===== config.mk =====
export PLATFORM = sky130hd
export DESIGN_NAME = phase_sequencer
export DESIGN_NICKNAME = d
export VERILOG_FILES = /design/src/rtl/phase_sequencer.sv
export SDC_FILE = /design/constraint.sdc
export NUM_CORES = 1
export LEC_CHECK = 0
export ABC_AREA = 1
export BUFFER_PORTS_ARGS = -buffer_cell sky130_fd_sc_hd__clkbuf_2
export CELL_PAD_IN_SITES_DETAIL_PLACEMENT = 0
export CELL_PAD_IN_SITES_GLOBAL_PLACEMENT = 1
export CORE_ASPECT_RATIO = 1.1
export CORE_MARGIN = 1.5
export CORE_UTILIZATION = 28
export DETAILED_ROUTE_END_ITERATION = 8
export PLACE_DENSITY = 0.66
export SYNTH_ARGS = -nofsm -noshare
export SYNTH_HDL_FRONTEND = slang
export SYNTH_SLANG_ARGS = --single-unit

===== constraint.sdc =====
create_clock -name clk -period 2.73 [get_ports clk]
set_clock_uncertainty 0.05 [all_clocks]
set_input_delay 0.546 -clock clk [delete_from_list [all_inputs] [get_ports clk]]
set_output_delay 0.546 -clock clk [all_outputs]
set_load 0.03 [all_outputs]

===== src/rtl/phase_sequencer.sv =====
// ----------------------------------------------------------------------------
// phase_sequencer
//
// Layer-phase sequencer for the CNN control unit. After IDLE (state 0) it
// steps through phases 1..NUM_PHASES and repeats that loop a programmed
// number of times. A phase ends on a manual advance pulse, or automatically
// once it has lasted its programmed number of cycles (when auto_en is high).
// Every output is registered.
//
// Ports
//   clk            in   system clock, rising edge
//   rstn           in   asynchronous active-low reset
//   start          in   begin a sequence (only sampled in IDLE)
//   abort          in   return to IDLE without done; highest priority
//   advance        in   manual step to the next phase
//   auto_en        in   enable length-based automatic advance
//   cfg_len        in   per-phase lengths, phase k at [(k-1)*CNT_W +: CNT_W]
//   cfg_iters      in   number of full phase loops
//   current_state  out  0 = IDLE, k = phase k
//   state_update   out  high on the first cycle of every new state value
//   phase_cnt      out  cycles spent in the current phase (0-based, saturating)
//   iter_cnt       out  current loop index (0-based)
//   busy           out  high while current_state != 0
//   done           out  one-cycle pulse on normal completion
// ----------------------------------------------------------------------------
module phase_sequencer #(
  parameter int NUM_PHASES = 3,
  parameter int STATE_W    = 2,
  parameter int CNT_W      = 16,
  parameter int ITER_W     = 8
) (
  input  logic                        clk,
  input  logic                        rstn,
  input  logic                        start,
  input  logic                        abort,
  input  logic                        advance,
  input  logic                        auto_en,
  input  logic [NUM_PHASES*CNT_W-1:0] cfg_len,
  input  logic [ITER_W-1:0]           cfg_iters,
  output logic [STATE_W-1:0]          current_state,
  output logic                        state_update,
  output logic [CNT_W-1:0]            phase_cnt,
  output logic [ITER_W-1:0]           iter_cnt,
  output logic                        busy,
  output logic                        done
);

  localparam logic [STATE_W-1:0] IDLE       = '0;
  localparam logic [STATE_W-1:0] FIRST      = STATE_W'(1);
  localparam logic [STATE_W-1:0] LAST_PHASE = STATE_W'(NUM_PHASES);

  logic [STATE_W-1:0] state_q,  state_d;
  logic [CNT_W-1:0]   pcnt_q,   pcnt_d;
  logic [ITER_W-1:0]  iter_q,   iter_d;
  logic               busy_q,   busy_d;
  logic               done_q,   done_d;
  logic               upd_q,    upd_d;
  logic [ITER_W-1:0]  iters_q,  iters_d;
  logic [CNT_W-1:0]   len_q     [NUM_PHASES];
  logic [CNT_W-1:0]   len_d     [NUM_PHASES];
  logic [CNT_W-1:0]   len_eff   [NUM_PHASES];
  logic [CNT_W-1:0]   cur_last;
  logic               step;

  // Unpack the flat length bus; a zero length behaves as a one-cycle phase.
  genvar gi;
  generate
    for (gi = 0; gi < NUM_PHASES; gi++) begin : g_len
      assign len_eff[gi] = (cfg_len[gi*CNT_W +: CNT_W] == '0) ?
                           CNT_W'(1) : cfg_len[gi*CNT_W +: CNT_W];
    end
  endgenerate

  // phase_cnt value on the final cycle of the current phase.
  always_comb begin
    cur_last = '0;
    for (int k = 0; k < NUM_PHASES; k++) begin
      if (state_q == STATE_W'(k + 1)) cur_last = len_q[k] - CNT_W'(1);
    end
  end

  always_comb begin
    state_d = state_q;
    pcnt_d  = pcnt_q;
    iter_d  = iter_q;
    done_d  = 1'b0;
    upd_d   = 1'b0;
    iters_d = iters_q;
    len_d   = len_q;
    step    = 1'b0;

    if (state_q == IDLE) begin
      // iter_cnt keeps its final value in IDLE; abort (even in IDLE) masks start.
      pcnt_d = '0;
      if (start && !abort) begin
        state_d = FIRST;
        upd_d   = 1'b1;
        iter_d  = '0;
        len_d   = len_eff;
        iters_d = (cfg_iters == '0) ? ITER_W'(1) : cfg_iters;
      end
    end else if (state_q > LAST_PHASE || abort) begin
      // Illegal encoding or abort: back to IDLE quietly, no done.
      state_d = IDLE;
      upd_d   = 1'b1;
      pcnt_d  = '0;
      iter_d  = '0;
    end else begin
      if (pcnt_q != '1) pcnt_d = pcnt_q + CNT_W'(1);
      // A manual and an automatic step in the same cycle merge into one step.
      step = advance | (auto_en & (pcnt_q == cur_last));
      if (step) begin
        upd_d  = 1'b1;
        pcnt_d = '0;
        if (state_q != LAST_PHASE) begin
          state_d = state_q + STATE_W'(1);
        end else if (iter_q != iters_q - ITER_W'(1)) begin
          state_d = FIRST;
          iter_d  = iter_q + ITER_W'(1);
        end else begin
          state_d = IDLE;
          done_d  = 1'b1;
        end
      end
    end

    busy_d = (state_d != IDLE);
  end

  always_ff @(posedge clk or negedge rstn) begin
    if (!rstn) begin
      state_q <= IDLE;
      pcnt_q  <= '0;
      iter_q  <= '0;
      busy_q  <= 1'b0;
      done_q  <= 1'b0;
      upd_q   <= 1'b0;
      iters_q <= '0;
      for (int k = 0; k < NUM_PHASES; k++) len_q[k] <= '0;
    end else begin
      state_q <= state_d;
      pcnt_q  <= pcnt_d;
      iter_q  <= iter_d;
      busy_q  <= busy_d;
      done_q  <= done_d;
      upd_q   <= upd_d;
      iters_q <= iters_d;
      for (int k = 0; k < NUM_PHASES; k++) len_q[k] <= len_d[k];
    end
  end

  assign current_state = state_q;
  assign state_update  = upd_q;
  assign phase_cnt     = pcnt_q;
  assign iter_cnt      = iter_q;
  assign busy          = busy_q;
  assign done          = done_q;

endmodule

; ---- After elaboration in Yosys (flattened, before gate mapping)
; Index checks and enable logic that the tools add are counted.
; Widths: inputs -> output; s select.
[classes]
n_lt_le_gt_ge = 1
bitwise = 2
n_reduce_logical = 14
n_eq_ne = 9
add_sub_neg = 7
mux = 32
[ops]
columns = op, n
row1 = $mux 16, 10
row2 = $mux 8, 7
row3 = $logic_not 16->1, 3
row4 = $sub 16x1->16 const B, 3
row5 = $add 16x1->16 const B, 1
row6 = $eq 16x16->1, 1
row7 = $ne 16x16->1 const B, 1
row8 = $mux 1, 10
row9 = $mux 2, 5
row10 = $add 8x1->8 const B, 1
row11 = $logic_not 8->1, 1
row12 = $ne 8x8->1, 1
row13 = $sub 8x1->8 const B, 1
row14 = $reduce_bool 3->1, 2
row15 = $eq 2x2->1 const B, 2
row16 = $reduce_and 4->1, 1
row17 = $reduce_bool 4->1, 1
row18 = $ne 3x3->1 const B, 1
row19 = $add 2x1->2 const B, 1
row20 = $eq 2x1->1 const B, 1
row21 = $gt 2x2->1 const B, 1
row22 = $logic_not 2->1, 1
row23 = $ne 2x1->1 const B, 1
row24 = $ne 2x2->1 const B, 1
row25 = other kinds (7), 7
[word_totals]
ff_bits = 85
input_bits = 62
output_inout_bits = 29
wordCells = 75

; ---- Depth between registers and ports, before layout
[logic_depth]
depth_word = 11
mapped_depth = 22
mapped_depth_nobuf = 21

; ---- Worst setup path after synthesis
; No wires, ideal clock.
[synth_path]
path_kind = register -> register
startpoint = reg state_q[0] (netlist: current_state[0])
endpoint = reg iter_q[0] (netlist: iter_cnt[0])
setup_ns = 0.119
n_path_buf = 0
arrival_ns = 2.423
stages_incl_launch_ff = 21
setup_slack_ns = 0.138
cell_sequence = dfrtp_1 -> inv_1 -> ha_1 -> inv_2 -> nand2_2 -> o21ai_0 -> o21ai_0 -> nand2_1 -> nand2_1 -> nor2_1 -> nand2_1 -> nor2_1 -> nand3_1 -> nor2_2 -> nand3_2 -> nand3_4 -> nand2_4 -> inv_6 -> nand2_4 -> nand2_1 -> nand2_1
[synth_between]
elab_chain_cells = 9
elab_cells_between_ends = 20
cone_classes = 1 x order compare / 7 x eq/ne / 5 x mux / 2 x bitwise / 5 x reduce/logical
[synth_lines]
columns = item, line_no
row1 = start: declaration, 52  ; logic [STATE_W-1:0] state_q, state_d;
row2 = start signal: assignment, 141  ; state_q <= state_d;
row3 = $eq 2x1->1, 78  ; if (state_q == STATE_W'(k + 1)) cur_last = len_q[k] - CNT_W'(1);
row4 = $mux 16 (3 in series), 78
row5 = $eq 16x16->1, 111  ; step = advance | (auto_en & (pcnt_q == cur_last));
row6 = $and 1x1->1, 111
row7 = $or 1x1->1, 111
row8 = $reduce_bool 3->1 (no line), --
row9 = $reduce_and 4->1 (no line), --
row10 = end signal: assignment, 143  ; iter_q <= iter_d;
row11 = end: declaration, 54  ; logic [ITER_W-1:0] iter_q, iter_d;
; Several ways; a longest one is shown, not always the timed one.
; A chain may end at the register's enable or synchronous reset.

; ---- Final worst setup path
[layout_path]
startpoint = reg len_q[1] (netlist name)
endpoint = reg pcnt_q[5] (netlist: phase_cnt[5])
[layout_between]
elab_chain_cells = 8
elab_cells_between_ends = 9
cone_classes = 1 x add/sub / 1 x eq/ne / 4 x mux / 2 x bitwise / 1 x reduce/logical
[layout_lines]
columns = item, line_no
row1 = start: declaration, 59  ; logic [CNT_W-1:0] len_q [NUM_PHASES];
row2 = $sub 16x1->16 *, 78
row3 = $mux 16 *, 78
row4 = $eq 16x16->1 *, 111
row5 = $and 1x1->1 *, 111
row6 = $or 1x1->1 *, 111
row7 = $mux 16, 112  ; if (step) begin
row8 = $mux 16, 102  ; end else if (state_q > LAST_PHASE || abort) begin
row9 = $mux 16, 92  ; if (state_q == IDLE) begin
row10 = end signal: assignment, 142  ; pcnt_q <= pcnt_d;
row11 = end: declaration, 53  ; logic [CNT_W-1:0] pcnt_q, pcnt_d;
; Mark *: on every way between the ends. The rest lies on a longest branch, timed or not.

==> summary.txt <==
GRT
  – Vias in the first global route: 5801
  – Largest net degree at the start of global routing: 64
  – Global route total overflow: 0
  – Initial antenna violation count: 0
  – First-pass GRT wire length: 30.2 mm
  – GRT Total Usage: 17.7%

Route
  – DRC: 0
  – Initial DRC Count: approximately 260
  – Vias per cell: 4.73
  – DRT Wirelength: about 18 mm
  – Via count: 5822
  – DRT Pass-1 Iters: 4
  – DRT antenna net count: 0
  – Wirelength per Cell: about 15 µm

Critical path
  – Type of origin of the critical path: flip-flop
  – Setup slack, reg-to-reg: ~0.24 ns
  – Arrival time at the worst endpoint: around 2.7 ns
  – Crit-path most repeated cell: nand2_1
  – Kind of critical path: reg -> reg
  – Max stage delay on crit path: approximately 0.44 ns
  – Max FO, Critical Path: 10
  – CP cell instances: nor2_1 -> nand2_1 -> nor2_2 -> nand2_1 -> o21ai_0 -> nand3_1 -> nand2_1 -> nand3_2 -> nor2_2 -> nand3_2 -> nand3_4 -> buf_4 -> inv_2 -> o41ai_1 -> nor2_1
  – R2r startpoint: len_q[1]$_DFFE_PN0P_
  – Slowest CP cell: o21ai_0
  – Crit. End Element: flip-flop
  – Crit path launch: len_q[1]$_DFFE_PN0P_
  – R2r endpoint: phase_cnt[5]$_DFFE_PN0P_
  – CP required: around 2.9 ns
  – FF-to-FF path depth: 15

Placed design
  – Hpwl dp: between 10 and 15 mm
  – Area post-placement: roughly 6700 µm²
  – IO buf count: 90
  – Placed Cells: 1211
  – Final RePlAce weighted congestion: about 0.85

Synth
  – Synth Net Count: 939
  – Synth warn: 0
  – Count of cell types in the netlist: between 40 and 50
  – Number of synthesized flops with an enable pin: 0
  – Synthesized area per cell: between 6 and 7 µm²
  – Sequential fraction of the synthesis area: a little over a third
  – Post-synth ARST share: between 90% and 100%
  – Synth Flop Type: dfrtp_1
  – Synthesis-stage register bit count: 85
  – Mapped Cells: ~870
  – Post-Syn Area: around 6000 µm²

Power
  – Leak pwr: between 3 and 4 nW
  – Peak supply drop: ~360 µV
  – Power, Total: 7.09 mW
  – Pwr dens: a little under 1000 nW/µm²

Clocking
  – Hold_buf cts: 0
  – Worst-path clk slew: ~0.070 ns
  – CTS tree: done
  – Max Buffers Root-to-Sink: 2
  – CTS H-tree depth: 3
  – Clk root buf: clkbuf_16
  – Later-pin clock latency in the skew report: roughly 0.35 ns
  – CTS Sinks: 85
  – Inserted Clock Buffers: 9

Timing
  – Endpoints failing setup: 0
  – Final Cycle Share: about nine tenths
  – Slew margin rel.: about three fifths
  – Final min period: 2.49 ns
  – Tightest Pin Transition: between 0.5 and 0.6 ns
  – Fmax: between 400 and 500 MHz
  – Slew Viols, Final: 0
  – Final hold violation count: 0
  – Hold WS: 0.103 ns

Final layout
  – # fillers: between 2k and 2.5k
  – Count of non-filler cells in the finished layout: between 1k and 1.5k
  – Layout cells sized above 1: between 10% and 20%
  – Syn-to-layout area delta: 22.2%
  – NumNets Final: between 1k and 1.5k
  – Reg area: between 2000 and 2500 µm²
  – Post-Layout Inst Area: a little over 7000 µm²
  – ANT cells: 0
  – Area of the multi-input gates: between 3000 and 4000 µm²

Floorplanning
  – Core Region: about 20000 µm²
  – Starting Density: around 28%
  – Die height: ~150 µm
  – FP Rows: 55
  – Die span in x: 141 µm
  – Ports: around 90
  – Die ar.: approximately 22000 µm²

Min path
  – Worst hold path type: in -> async

Flow run
  – MaxCap Viol Count: 0

Outcome
  – Outcome: finished clean
==> through the flow <==
stage	utilization [%]	setup TNS, ns	setup WS [ns]
2_1_floorplan	-	0	0.138
3_3_place_gp	32.6	0	0.110
3_5_place_dp	32.6	0	0.0324
4_1_cts	34.2	0	0.0118
5_1_grt	34.8	-0.0348	-0.0176
6_report	34.8	0	0.242
==> power by group <==
group          leakage [nW]  internal, mW  total [mW]  switching, mW
clock                 0.156         0.807        1.37          0.565
sequential             1.08          1.70        2.21          0.511
combinational          2.16          1.29        3.50           2.21
total                  3.40          3.80        7.09           3.29
==> worst max-delay path by stage <==
stage                          endpoint  slack [ns]
3_3_place_gp   phase_cnt[5]$_DFFE_PN0P_        0.11
2_1_floorplan   iter_cnt[0]$_DFFE_PN0P_        0.14
6_report       phase_cnt[5]$_DFFE_PN0P_        0.24
5_1_grt         iter_cnt[6]$_DFFE_PN0P_       -0.02
4_1_cts        phase_cnt[5]$_DFFE_PN0P_        0.01
3_5_place_dp   phase_cnt[5]$_DFFE_PN0P_        0.03
==> cell type report <==
| class | instances | share of cell area (%) |
|---|---|---|
| Sequential cell | 85 | 29.7 |
| Clock inverter | 7 | 1.38 |
| Multi-Input combinational cell | 668 | 47.0 |
| Inverter | 94 | 5.10 |
| Clock buffer | 9 | 3.14 |
| Timing Repair Buffer | 112 | 9.15 |
| Tap cell | 256 | 4.47 |
==> worst max-delay path: cells and delay by family, from the launching register on <==
family                 cells  cell delay (ns)
and+or+nand+nor           11             1.20
AOI/OAI and AO/OA          2             0.49
DFF                        1             0.38
buffers and inverters      2             0.24
==> state kept, by name (all words and copies together), names as in the netlist <==
signal,cells
len_q,48
phase_cnt,16
iter_cnt,8
iters_q,8
current_state,2
busy,1
done,1
state_update,1
==> cell usage after synthesis (3+ instances only) <==
cell / n / area share (%)
a211oi_1: 3 / 0.38
a21oi_1: 12 / 1.0
a22oi_1: 3 / 0.38
buf_6: 3 / 0.58
clkbuf_1: 13 / 0.83
dfrtp_1: 85 / 36
ha_1: 10 / 2.1
inv_1: 88 / 5.6
inv_2: 3 / 0.19
nand2_1: 271 / 17
nand2_2: 6 / 0.64
nand2_4: 3 / 0.58
nand3_1: 104 / 8.9
nand3_2: 6 / 1.0
nand4_1: 9 / 0.96
nor2_1: 92 / 5.9
nor2_2: 12 / 1.3
nor3_1: 18 / 1.5
nor4_1: 20 / 2.1
o21ai_0: 46 / 3.9
o21ai_1: 5 / 0.43
o21bai_1: 7 / 0.90
xnor2_1: 8 / 1.2
xor2_1: 19 / 2.8
==> kinds of logic (layout without fill, tap and decap cells) <==
logic type | Yosys count | after routing | share of synthesized area, %
AOI/OAI and AO/OA | 80 | 80 | 7.68
DFF | 85 | 85 | 36.3
buffers and inverters | 114 | 222 | 7.85
xor gates and xnor gates | 27 | 27 | 4.03
and+or+nand+nor | 551 | 551 | 42.0
adders and majority gates | 10 | 10 | 2.13
==> routing by layer <==
metal  wire length (µm)  global-route usage (%)
met5                  0                       0
met4                263                    4.61
met3                639                    3.37
met2               9250                    31.6
met1               8290                    21.9
==> cell usage in the layout (no fill, tap or decap), types with 6 or more instances in the layout <==
| cell type | n |
|---|---|
| nor2_2 | 15 |
| o21bai_1 | 7 |
| xor2_1 | 19 |
| inv_1 | 86 |
| dfrtp_1 | 83 |
| xnor2_1 | 8 |
| nand2_2 | 8 |
| a21oi_1 | 11 |
| nor3_1 | 18 |
| clkbuf_2 | 89 |
| buf_4 | 20 |
| nand3_2 | 6 |
| nand4_1 | 9 |
| nor4_1 | 20 |
| nand2_1 | 269 |
| o21ai_0 | 44 |
| nand3_1 | 103 |
| nor2_1 | 88 |
| clkbuf_16 | 9 |
==> repair_timing <==
item | CTS | global route
hold endpoints to repair | 0 | 0
buffers inserted | 0 | 4
endpoints found under the setup margin | 0 | 29
resized for setup | 0 | 30
(Power assumes the default switching activity.)
